--- src/rtl/arb_pkg.sv ---
// Shared types and constants for the two-master data bus arbiter.
package arb_pkg;

  typedef enum logic [1:0] {
    IDLE  = 2'd0,
    ISSUE = 2'd1,
    WAIT  = 2'd2,
    RESP  = 2'd3
  } state_t;

  localparam logic [1:0] MODE_B = 2'd0;
  localparam logic [1:0] MODE_H = 2'd1;
  localparam logic [1:0] MODE_W = 2'd2;

  // One captured master request; held stable for the whole transaction.
  typedef struct packed {
    logic        we;
    logic [31:0] addr;
    logic [31:0] wdata;
    logic [1:0]  mode;
  } req_t;

endpackage

--- src/rtl/rr_pick2.sv ---
// Combinational two-way round-robin select: on a tie the master that was not served last wins.
module rr_pick2 (
  input  logic [1:0] req,
  input  logic       last,
  output logic       grant_idx,
  output logic       grant_valid
);

  assign grant_valid = |req;
  assign grant_idx   = (req == 2'b11) ? ~last : req[1];

endmodule

--- src/rtl/databus_arbiter.sv ---
// Two-master data bus arbiter: one downstream transaction at a time, round-robin
// grants, and a slave-timeout watchdog that answers a hung access with ERR_DATA.
module databus_arbiter
  import arb_pkg::*;
#(
  parameter int          TIMEOUT_CYCLES = 255,
  parameter logic [31:0] ERR_DATA       = 32'hDEADBEEF
) (
  input  logic        clk,
  input  logic        rst,
  input  logic        m0_req,
  input  logic        m0_we,
  input  logic [31:0] m0_addr,
  input  logic [31:0] m0_wdata,
  input  logic [1:0]  m0_mode,
  output logic [31:0] m0_rdata,
  output logic        m0_ack,
  output logic        m0_err,
  input  logic        m1_req,
  input  logic        m1_we,
  input  logic [31:0] m1_addr,
  input  logic [31:0] m1_wdata,
  input  logic [1:0]  m1_mode,
  output logic [31:0] m1_rdata,
  output logic        m1_ack,
  output logic        m1_err,
  output logic        bus_r_en,
  output logic [31:0] bus_r_addr,
  output logic [1:0]  bus_r_mode,
  input  logic [31:0] bus_r_data,
  output logic        bus_w_en,
  output logic [31:0] bus_w_addr,
  output logic [31:0] bus_w_data,
  output logic [1:0]  bus_w_mode,
  input  logic        s_ready,
  output logic        owner,
  output logic        busy
);

  localparam bit         WATCHDOG_ON  = (TIMEOUT_CYCLES != 0);
  localparam logic [7:0] TIMEOUT_LAST = 8'(TIMEOUT_CYCLES - 1);

  state_t      state, state_next;
  req_t        txn, m0_fields, m1_fields;
  logic        last;
  logic        err_q;
  logic [31:0] rdata_q;
  logic [7:0]  wd_cnt;
  logic        grant_idx, grant_valid;
  logic        timeout_hit;
  logic        active, resp;

  assign m0_fields = '{we: m0_we, addr: m0_addr, wdata: m0_wdata, mode: m0_mode};
  assign m1_fields = '{we: m1_we, addr: m1_addr, wdata: m1_wdata, mode: m1_mode};

  rr_pick2 u_pick (
    .req         ({m1_req, m0_req}),
    .last        (last),
    .grant_idx   (grant_idx),
    .grant_valid (grant_valid)
  );

  // wd_cnt counts WAIT cycles already spent, so this fires on the TIMEOUT_CYCLES-th one.
  assign timeout_hit = WATCHDOG_ON && (wd_cnt == TIMEOUT_LAST);

  always_ff @(posedge clk) begin
    if (rst) state <= IDLE;
    else     state <= state_next;
  end

  always_comb begin
    // NOTE: default assigned first so no path leaves state_next unassigned (no latch).
    state_next = state;
    unique case (state)
      IDLE:    if (grant_valid) state_next = ISSUE;
      ISSUE:   state_next = WAIT;
      WAIT:    if (s_ready || timeout_hit) state_next = RESP;
      RESP:    state_next = IDLE;
      default: state_next = IDLE;
    endcase
  end

  always_ff @(posedge clk) begin
    // NOTE: non-blocking assignments so every register samples pre-edge values.
    if (rst) begin
      txn     <= '0;
      owner   <= 1'b0;
      busy    <= 1'b0;
      last    <= 1'b1;
      rdata_q <= '0;
      err_q   <= 1'b0;
      wd_cnt  <= '0;
    end else begin
      case (state)
        IDLE: if (grant_valid) begin
          txn   <= grant_idx ? m1_fields : m0_fields;
          owner <= grant_idx;
          busy  <= 1'b1;
        end
        WAIT: begin
          wd_cnt <= (wd_cnt == 8'hFF) ? wd_cnt : wd_cnt + 8'd1;
          if (s_ready) begin
            rdata_q <= txn.we ? '0 : bus_r_data;
            err_q   <= 1'b0;
          end else if (timeout_hit) begin
            rdata_q <= ERR_DATA;
            err_q   <= 1'b1;
          end
        end
        RESP: begin
          last    <= owner;
          wd_cnt  <= '0;
          busy    <= 1'b0;
          err_q   <= 1'b0;
          rdata_q <= '0;
        end
        default: ;
      endcase
    end
  end

  // Downstream fields are forced to zero whenever their enable is low.
  assign active     = (state == ISSUE) || (state == WAIT);
  assign bus_r_en   = active && !txn.we;
  assign bus_w_en   = active && txn.we;
  assign bus_r_addr = bus_r_en ? txn.addr  : '0;
  assign bus_r_mode = bus_r_en ? txn.mode  : '0;
  assign bus_w_addr = bus_w_en ? txn.addr  : '0;
  assign bus_w_data = bus_w_en ? txn.wdata : '0;
  assign bus_w_mode = bus_w_en ? txn.mode  : '0;

  assign resp     = (state == RESP);
  assign m0_ack   = resp && !owner;
  assign m1_ack   = resp && owner;
  assign m0_rdata = m0_ack ? rdata_q : '0;
  assign m1_rdata = m1_ack ? rdata_q : '0;
  assign m0_err   = m0_ack && err_q;
  assign m1_err   = m1_ack && err_q;

endmodule

--- config.mk ---
export PLATFORM = sky130hd
export DESIGN_NAME = databus_arbiter
export DESIGN_NICKNAME = d
export VERILOG_FILES = /design/src/rtl/arb_pkg.sv /design/src/rtl/rr_pick2.sv /design/src/rtl/databus_arbiter.sv
export SDC_FILE = /design/constraint.sdc
export NUM_CORES = 1
export LEC_CHECK = 0
export CAP_MARGIN = 20
export CORE_MARGIN = 3
export CORE_UTILIZATION = 30
export CTS_BUF_LIST = sky130_fd_sc_hd__clkbuf_2
export CTS_CLUSTER_SIZE = 28
export DETAILED_ROUTE_END_ITERATION = 8
export GPL_ROUTABILITY_DRIVEN = 1
export PLACE_DENSITY = 0.76
export SLEW_MARGIN = 20
export SYNTH_ARGS = -nofsm -noshare
export SYNTH_HDL_FRONTEND = slang
export SYNTH_SLANG_ARGS = --single-unit
export TNS_END_PERCENT = 1
--- constraint.sdc ---
create_clock -name clk -period 2.7 [get_ports clk]
set_input_delay 0.54 -clock clk [delete_from_list [all_inputs] [get_ports clk]]
set_output_delay 0.54 -clock clk [all_outputs]
set_load 0.03 [all_outputs]
==> results by group, run 1 <==
CTS
  • CTS Buffer Depth: 2
  • CTS tree: done
  • CTS clk-pin slew, worst paths: approximately 200 ps
  • Htree depth: 4
  • CTS sink cnt: ~110
  • Root Driver: clkbuf_2
  • Clk_lat worst skew: about 700 ps
  • TritonCTS Buffers: 17

Detailed routing
  • Drt pass-1 iters: 4
  • Drt initial violations: 221
  • Via count: around 6600
  • Final antenna-violating net count: 0
  • Residual DRC count: 0
  • Total length of routed wires: ~23000 um
  • Vias per inst: 4.91
  • Wire length per cell: about 17 um

Logic synthesis
  • Syn avg cell area: about 8.5 sq um
  • Compound-Gate Fraction of Synth Area: between 15 and 20%
  • Register area share after synthesis: 36.1%
  • Synth warn: 0
  • Post-Synth XOR/XNOR Area: less than 1%
  • Largest family of logic cells by synthesized area: simple AND/OR/NAND/NOR gates
  • Post-synth EDFFs: 0
  • Yosys reg bits: 113
  • Post-synth top flop: dfxtp_1
  • Adder-cell share of the synthesized area: between 1 and 1.5%
  • Synth Area in Simple Gates: 26.2%
  • Mux contribution to synthesized area: between 10 and 15%
  • Post-Syn Instances: between 700 and 800
  • Post-synthesis async set-or-reset flop share: 0%
  • Unique cell type count in the Yosys netlist: 42
  • Syn Nets: just over 900
  • Synthesized area: 6260 sq um

GRT
  • GRT overflow: 0
  • Overall routing resource usage: about a fifth
  • Largest net degree at the start of global routing: 53
  • Vias in the first global route: about 6400
  • Initial antenna violation count: 1
  • Global-route wire length before repair: around 35000 um

Status
  • Status: finished clean

STA
  • Fin. Hold Viols: 0
  • Fmax: between 300 and 400 MHz
  • Crit share post-route: a little over nine tenths
  • Setup violators final: 0
  • RSZ-0062 raised after global routing: yes
  • Worst Max-Slew Pin Slew: a little over 600 ps
  • Worst Skew: about 43 ps
  • Post-layout min period: ~2600 ps
  • Slew HR: 58.3%
  • Slew Limit Fails: 0

Pwr
  • Clk network pwr share: around 16%
  • P_leak: ~0.0046 uW
  • Power density over the cells: about 840 nW/um^2
  • P_int: slightly below 5000 uW
  • Logic pwr share: between 50% and 60%
  • Max IR drop VDD: 0.351 mV
  • Switching power: ~3900 uW
  • Sequential share of power: 29.5%
  • Sw Share: between 40 and 50%

Floorplan
  • Die Wd: ~150 um
  • I/O pin count: approximately 340
  • # rows: 52
  • Chip Height: ~150 um
  • Starting Density: between 30% and 40%
  • Full die area: roughly 23000 sq um
  • Core footprint: just over 20000 sq um

Setup path
  • Critical-path cell list: buf_4 > ha_4 > clkinvlp_4 > buf_12 > buf_2 > nor3_1 > buf_4
  • Critical Path Max Stage Delay: around 380 ps
  • Kind of cell adding the most delay to the critical path: buffers and inverters
  • R2r startpoint: state[1]
  • Crit path max fanout: 9
  • Crit path top cell by count: buf_4
  • Req. time, crit path: 2160 ps
  • CP endpoint kind: primary output
  • Reg-to-Reg End: rdata_q[4]
  • Arr. time, crit path: approximately 2100 ps
  • CP max stage cell: dfxtp_2
  • WS Path Type: reg -> out
  • Critical Path Start Type: flop
  • WP buf/inv: 5
  • Reg2Reg Depth: 8
  • Worst R2R Setup Slack: around 530 ps

Placed design
  • Final GP Congestion: 0.784
  • PortBufs: between 300 and 400
  • Dpl hpwl: roughly 17000 um
  • Placed Instances: 1300

Final layout
  • Share of layout cells above drive strength 1: between 20% and 30%
  • Post-route core utilization: around half
  • Layout Cells excl Fill: approximately 1300
  • N_diodes: 0
  • Area Growth Syn to Fin: 65.4%
  • # nets final: about 1200

Job
  • Max Cap Viol: 0

Worst hold path
  • Worst Hold End: rdata_q[12]
  • Hold_sp: rst
  • Hold Path Stages: 2
  • Worst hold path class: in -> reg
## cell families (layout without fill, tap and decap cells)
kind of cell / Yosys count / after routing
simple gates: 315 / 315
compound gates: 117 / 117
flops: 113 / 113
buf+inv: 106 / 442
mux: 77 / 77
fa+ha+maj: 6 / 6
xor+xnor: 1 / 1
## state kept, by name, summed over array words and instances, names as in the netlist
register  count
busy          1
err_q         1
last          1
owner         1
rdata_q      32
state         2
txn          67
wd_cnt        8
## power groups by stage
stage | Combinational, uW | Clock, uW | Sequential, uW
4_1_cts | 4740 | 1440 | 2560
3_5_place_dp | 4250 | 0 | 2590
2_1_floorplan | 2850 | 0 | 2470
5_1_grt | 5170 | 1500 | 2650
6_report | 4780 | 1380 | 2580
3_3_place_gp | 4180 | 0 | 2580
## synth_stat cells, types with 2 or more instances
cell | count | area (sq um)
or4_1 | 3 | 22.5
a211oi_1 | 67 | 503
nor2_1 | 75 | 282
mux2i_1 | 77 | 771
a221oi_1 | 3 | 26.3
nand2b_1 | 2 | 12.5
or3_1 | 2 | 12.5
nand3_1 | 6 | 30.0
ha_1 | 6 | 75.1
buf_4 | 4 | 30.0
inv_1 | 28 | 105
o21a_1 | 3 | 22.5
buf_6 | 6 | 67.6
buf_2 | 8 | 40.0
a21boi_0 | 2 | 15.0
a32o_1 | 2 | 20.0
buf_1 | 6 | 22.5
clkbuf_1 | 53 | 199
o21ai_0 | 3 | 15.0
nand2_1 | 47 | 176
dfxtp_1 | 113 | 2260
and3_1 | 100 | 626
a31oi_1 | 2 | 12.5
a21oi_1 | 7 | 35.0
nor2b_1 | 4 | 25.0
nor3_1 | 26 | 130
and2_1 | 45 | 282
a221oi_2 | 21 | 315
## worst max path at each step
stage	startpoint	endpoint	slack [ps]	cells after the start
floorplan	state[1]	bus_r_addr[23]	300	5
global placement	m1_req	txn[19]	460	5
CTS	state[1]	bus_r_addr[28]	-80	7
detailed placement	m1_req	txn[22]	410	5
global route	state[1]	m0_rdata[24]	-90	7
finish	state[0]	m0_rdata[5]	60	7
## cells in the final DEF, fill, tap and decap left out, drive strengths merged, types with 2 or more instances in the layout
cell | synthesis | layout
clkdlybuf4s50 | 0 | 171
nand2b | 2 | 2
and3 | 100 | 100
nand2 | 47 | 47
or3 | 2 | 2
and2 | 45 | 45
clkinv | 1 | 5
a21boi | 2 | 2
clkinvlp | 0 | 5
bufinv | 0 | 4
a221oi | 24 | 24
nand4 | 2 | 2
nor3 | 26 | 26
o21bai | 2 | 2
inv | 28 | 30
or4 | 3 | 3
ha | 6 | 6
o21ai | 3 | 3
nand3 | 6 | 6
buf | 24 | 210
nor2b | 4 | 4
o21a | 3 | 3
mux2i | 77 | 77
a32o | 2 | 2
a21oi | 7 | 7
a31oi | 2 | 2
dfxtp | 113 | 113
nor2 | 75 | 75
a211oi | 67 | 67
clkbuf | 53 | 17
## cell type report
cell class / instances / area [sq um]
Inverter: 29 / 113
Fill cell: 1948 / 10000
Tap cell: 270 / 338
Clock inverter: 15 / 208
Multi-Input combinational cell: 516 / 3730
Timing Repair Buffer: 381 / 3620
Clock buffer: 17 / 85.1
Sequential cell: 113 / 2270
## repair_timing
action / in CTS / in global routing
pin swaps: 2 / 13
hold buffers: 0 / 0
buffers inserted: 7 / 0
endpoints found under the setup margin: 169 / 156
gates cloned: 3 / 0
gates resized for setup: 59 / 40
## layer usage
metal  GRT usage [%]  part of all wire (%)  up-vias
met1            22.7                    39     3024
met3            6.41                   9.2       33
met5               0                 0.056        -
met2            34.6                    50      265
met4            5.81                   2.0        2
li1                -                     -     3262
## metrics by stage
step	hold slack [ps]	power (uW)	cell area, sq um	setup WS, ps	TNS [ps]
CTS	184	8740	10200	-76.8	-1580
global placement	455	6760	9620	460	0
finish	291	8730	10400	61.9	0
detailed placement	459	6840	9620	414	0
floorplan	431	5320	6260	305	0
global route	216	9320	10400	-92.0	-4980
Power figures use the tool's default switching activity.
==> run 2: changes to the inputs <==
Settings changed: CELL_PAD_IN_SITES_DETAIL_PLACEMENT set to 0, CELL_PAD_IN_SITES_GLOBAL_PLACEMENT set to 1, PLACE_DENSITY 0.76 to 0.95, SKIP_CTS_REPAIR_TIMING set to 1, SYNTH_HIERARCHICAL set to 1.
==> results by group, run 2 <==
STA
  • Worst Max-Slew Pin Slew: 636 ps
  • Min Hold Slack: approximately 210 ps
  • Fin. Hold Viols: 0
  • Setup violators final: 33
  • Fin worst setup slack: -162 ps
  • Slew HR: a little under three fifths
  • Slew Limit Fails: 0
  • Worst Skew: about 24 ps
  • RSZ-0062 raised after global routing: yes
  • Post-layout min period: ~2900 ps
  • Total negative setup slack: -3320 ps
  • Fmax: approximately 350 MHz
  • Crit share post-route: 106%

Logic synthesis
  • Synth warn: 6
  • Post-Synth XOR/XNOR Area: less than 1%
  • Syn avg cell area: 8.75 sq um
  • Post-Syn Instances: slightly above 700
  • Unique cell type count in the Yosys netlist: 47
  • Synthesized area: just over 6000 sq um
  • Post-synthesis async set-or-reset flop share: 0%
  • Largest family of logic cells by synthesized area: simple AND/OR/NAND/NOR gates
  • Most frequent cell after synthesis: dfxtp_1
  • Yosys reg bits: approximately 110
  • Synth top cells by count: dfxtp_1 (113), and3_1 (99), nor2_1 (73)
  • Register area share after synthesis: between 30% and 40%
  • Mux contribution to synthesized area: between 10% and 20%
  • Area leader, netlist: dfxtp_1
  • Compound-Gate Fraction of Synth Area: roughly 17%
  • Synth top area share: a little over a third
  • Top cells by area, synth: dfxtp_1 (37%), mux2i_1 (11%), and3_1 (10%)
  • Post-synth EDFFs: 0
  • Syn Nets: about 890
  • Synth Area in Simple Gates: 27.4%
  • Adder-cell share of the synthesized area: ~1.2%
  • Post-synth top flop: dfxtp_1

Detailed routing
  • Via count: roughly 6300
  • Final antenna-violating net count: 0
  • Residual DRC count: 0
  • Drt initial violations: 266
  • Total length of routed wires: 22300 um
  • Vias per inst: slightly below 5
  • Wire length per cell: around 17 um
  • Drt pass-1 iters: 4

CTS
  • Root Driver: clkbuf_2
  • Htree depth: 4
  • CTS Buffer Depth: 2
  • CTS sink cnt: about 110
  • Clk_lat worst skew: around 660 ps
  • CTS clk-pin slew, worst paths: between 150 and 200 ps
  • CTS tree: done
  • TritonCTS Buffers: 17

GRT
  • Global-route wire length before repair: around 33000 um
  • Vias in the first global route: 6267
  • GRT overflow: 0
  • Initial antenna violation count: 2
  • Overall routing resource usage: between 10% and 20%
  • Largest net degree at the start of global routing: 53

Floorplan
  • Chip Height: approximately 150 um
  • # rows: just over 50
  • Die Wd: between 100 and 150 um
  • I/O pin count: 343
  • Core footprint: between 15000 and 20000 sq um
  • Full die area: 22400 sq um
  • Starting Density: a little under a third

Final layout
  • Count of filler cells inserted in the layout: approximately 1900
  • Share of layout cells above drive strength 1: 22.5%
  • Most frequent cells in the layout: clkdlybuf4s50_1 (170), buf_4 (113), dfxtp_1 (110)
  • Layout Cells excl Fill: 1297
  • Commonest non-fill, non-tap cell in the layout: clkdlybuf4s50_1
  • # nets final: between 1000 and 1500
  • Biggest register: txn
  • Max FFs per register: between 60 and 70
  • Register area: ~2300 sq um
  • Area of the multi-input gates: between 3000 and 4000 sq um
  • Regs by FF count: txn x67, rdata_q x32, wd_cnt x8
  • Area Growth Syn to Fin: 61.8%

Setup path
  • Arr. time, crit path: 2320 ps
  • Critical Path Start Type: flop
  • Req. time, crit path: around 2200 ps
  • CP endpoint kind: primary output
  • Crit path max fanout: 44
  • WS Path Type: reg -> out

Placed design
  • Dpl hpwl: around 17000 um
  • Final GP Congestion: between 0.8 and 0.9
  • Placed Instances: around 1300
  • PortBufs: 342

Job
  • Max Cap Viol: 0

Pwr
  • Power density over the cells: about 780 nW/um^2
  • P_leak: around 0.0050 uW
  • Max IR drop VDD: 0.356 mV

Worst hold path
  • Worst hold path class: in -> reg

Status
  • Failing checks: setup timing
  • Status: finished with violations
run 2: metrics by stage:
step	worst slack, ps	power, uW	cell area [sq um]	util (%)
floorplan	305	5180	6200	-
global placement	518	6550	9550	48.1
detailed placement	431	6630	9550	48.1
CTS	-320	7710	9760	49.2
global route	-381	8460	10000	50.5
finish	-162	7860	10000	50.5
run 2: final timing paths:
| check | slack [ps] | to | depth (start not counted) | startpoint |
|---|---|---|---|---|
| worst max register to register | 430 | wd_cnt[3] | 6 | state[0] |
| worst min register to register | 490 | rdata_q[8] | 2 | rdata_q[8] |
| worst min-delay path | 210 | wd_cnt[7] | 2 | rst |
| worst max-delay path | -160 | m0_rdata[27] | 7 | state[1] |
run 2: cell type report:
class | instances | area share, %
multi-input combinational | 517 | 36.0
timing repair buffer | 362 | 35.7
sequential | 113 | 22.6
tap | 265 | 3.31
clock inverter | 13 | 1.15
clock buffer | 19 | 0.949
inverter | 6 | 0.225
antenna | 2 | 0.0499
run 2: cells by family (layout without fill, tap and decap cells):
family	count (synthesis)	in the layout
and+or+nand+nor	316	316
AOI/OAI and AO/OA	123	123
DFF	113	113
buffers and inverters	78	400
muxes	70	70
adders and majority gates	6	6
xor gates and xnor gates	2	2
other	0	2
run 2: metal layers:
metal	wire length, um	share of wire (%)	global-route usage [%]
met1	9020	40	22.1
met5	0	0	0
met4	289	1.3	5.03
met3	2210	9.9	6.09
met2	10800	48	32.5
run 2: worst max-delay path, cell delays in order, from the launching register on:
cell and delay (ps):
dfxtp_2 390, ha_1 190, buf_12 200, inv_1 160
nor2_2 170, buf_4 220, and2_1 160, buf_4 170
run 2: power by group:
part | internal, uW | total, uW | switching, uW
clock network | 337 | 1040 | 706
registers | 2170 | 2530 | 364
logic | 1870 | 4280 | 2410
==> variant, RTL diff (flow settings as in run 2) <==
Reset style: asynchronous (`rst`), changed in 2 clocked blocks.
--- a/src/rtl/databus_arbiter.sv
+++ b/src/rtl/databus_arbiter.sv
@@ -63,7 +63,7 @@
   // wd_cnt counts WAIT cycles already spent, so this fires on the TIMEOUT_CYCLES-th one.
   assign timeout_hit = WATCHDOG_ON && (wd_cnt == TIMEOUT_LAST);
 
-  always_ff @(posedge clk) begin
+  always_ff @(posedge clk or posedge rst) begin
     if (rst) state <= IDLE;
     else     state <= state_next;
   end
@@ -80,7 +80,7 @@
     endcase
   end
 
-  always_ff @(posedge clk) begin
+  always_ff @(posedge clk or posedge rst) begin
     // NOTE: non-blocking assignments so every register samples pre-edge values.
     if (rst) begin
       txn     <= '0;
Check against the original RTL: differs if rst is asserted again (counterexample within 4 cycles, from zero or initial values and one cycle with rst high); with rst held inactive, the same outputs for 4 cycles.
==> variant against run 2 <==
- cell count is 2.2% higher
- final area is 3.3% higher
- core utilization is 0.32 points lower
- setup slack better by 0.17 ns
- die area is 3.5% higher
- sequential cell count stayed put
- synthesized area is 3.6% higher
- wire length is 6.4% higher
Power is not compared: it rests on default switching activity, and its combinational part moved more than twofold at a synthesized area within 25%.
==> variant: results (changes against run 2) <==
| Metric | Value |
|---|---|
| Outcome | `complete, no violations` |
| Via/cell ratio | `4.906 (+0.48%)` |
| Buffers on Ports | `342 (unchanged)` |
| Clk Tree Root Cell | `clkbuf_2` |
| Routed wire length | `23770 um (+6.4%)` |
| Initial antenna violation count | `1 (-1)` |
| H-Tree Depth | `4 (unchanged)` |
| Clock Skews | `0.04784 ns (+0.02343 ns)` |
| Num CTS Buffers | `17 (unchanged)` |
| Crit path arrival time | `2.16 ns (-0.16 ns)` |
| DP Area | `9829 um2 (+3.0%)` |
| Ys async rst share | `1.000 (+1.000)` |
| Post-Route M1 WL | `9598 um (+6.4%)` |
| Synth Flop Type | `dfrtp_1` |
| Worst hold path type | `in2async` |
| Crit-path slowest cell | `dfrtp_1` |
| DR pass1 iterations | `4 (unchanged)` |
| Synth area leaders | `dfrtp_1 (44%), mux2i_1 (11%), and3_1 (9.6%)` |
| Area growth from synthesis to layout | `61.22%` |
| Iter 0 DRT Violations | `311 (+17%)` |
| Wire length on met3 | `1934 um (-13%)` |
| First-pass GRT wire length | `36010 um (+8.4%)` |
| CTS clk-pin slew, worst paths | `0.21 ns (+0.02 ns)` |
| Library cells used by synthesis | `41 (-13%)` |
| Number of global-route vias before repair | `6512 (+3.9%)` |
| Met2 WL | `12000 um (+11%)` |
| GRT Total Usage | `0.1912 (+0.004320)` |
| Placer congestion estimate | `0.8569 (+5.7%)` |
| Latest clock arrival within the worst-skew pair | `0.66 ns (about the same)` |
| Half-perimeter wire length after placement | `16880 um (+1.9%)` |
| Share of cells above drive strength 1 | `0.2507 (+0.02547)` |
| # nets final | `1217 (+1.9%)` |
| Largest regs | `txn (67), rdata_q (32), wd_cnt (8)` |
| Largest stage delay, worst path | `0.44 ns (+0.05 ns)` |
| Most common library cells after synthesis | `dfrtp_1 (112), and3_1 (99), a21oi_1 (94), nor2_1 (73), mux2i_1 (69)` |
| Pleak | `4.953 nW` |
| Worst-path fanout max | `5 (-89%)` |
| Critical path's top delay family | `buffers and inverters` |
| Worst Tran Pin Value | `0.7083 ns (+0.07184 ns)` |
| Fill count | `1955 (+4.8%)` |
| Seq/Total Area, Yosys | `0.4406 (+0.07546)` |
| Synthesized Nets | `902 (+1.9%)` |
| CTS max path bufs | `2 (unchanged)` |
| Largest net degree at the start of global routing | `114 (+120%)` |
## variant: cells by family after synthesis
| family | synth area share |
|---|---|
| buf+inv | 0.06937 |
| mux | 0.1111 |
| compound gates | 0.1354 |
| simple gates | 0.2319 |
| flops | 0.4406 |
| fa+ha+maj | 0.01169 |
## variant: worst min-delay path: cells and delay by family
| family | cells | cell delay [ns] |
|---|---|---|
| buf+inv | 3 | 1.00 |
## variant: where the power goes
| group | leakage (nW) | internal (mW) | switching (mW) |
|---|---|---|---|
| Clock | 0.153 | 0.617 | 0.745 |
| Combinational | 3.50 | 3.88 | 5.72 |
| Sequential | 1.30 | 2.51 | 0.620 |
## variant: per-stage QoR
step / TNS [ns] / instances / setup slack, ns
floorplan: 0 / 725 / 0.2960
global placement: 0 / 1286 / 0.4204
detailed placement: 0 / 1286 / 0.4143
CTS: -26.41 / 1318 / -0.3283
global route: -10.74 / 1325 / -0.1806
finish: 0 / 1325 / 0.004948
## variant: worst paths after layout
path | from | end | slack (ns) | cells past startpoint
max in group asynchronous | rst | owner | 1.82 | 3
min reg2reg | txn[3] | txn[3] | 0.55 | 2
min in group clk | bus_r_data[7] | rdata_q[7] | 0.44 | 3
max | state[1] | bus_r_addr[3] | 0.005 | 7
min | rst | rdata_q[6] | 0.38 | 3
max reg2reg | state[1] | rdata_q[2] | 0.71 | 6
## variant: layer usage
metal / track usage / up-vias
li1: - / 3165
met1: 0.2337 / 3074
met2: 0.3309 / 248
met3: 0.06561 / 14
met4: 0.03553 / 0
met5: 0 / -
## variant: final cells by class
cell class / instances / share of cell area
multi-input combinational: 504 / 0.3121
clock inverter: 15 / 0.02030
clock buffer: 17 / 0.008219
inverter: 40 / 0.01487
antenna: 2 / 0.0004834
sequential: 113 / 0.2738
tap: 270 / 0.03263
timing repair buffer: 364 / 0.3377
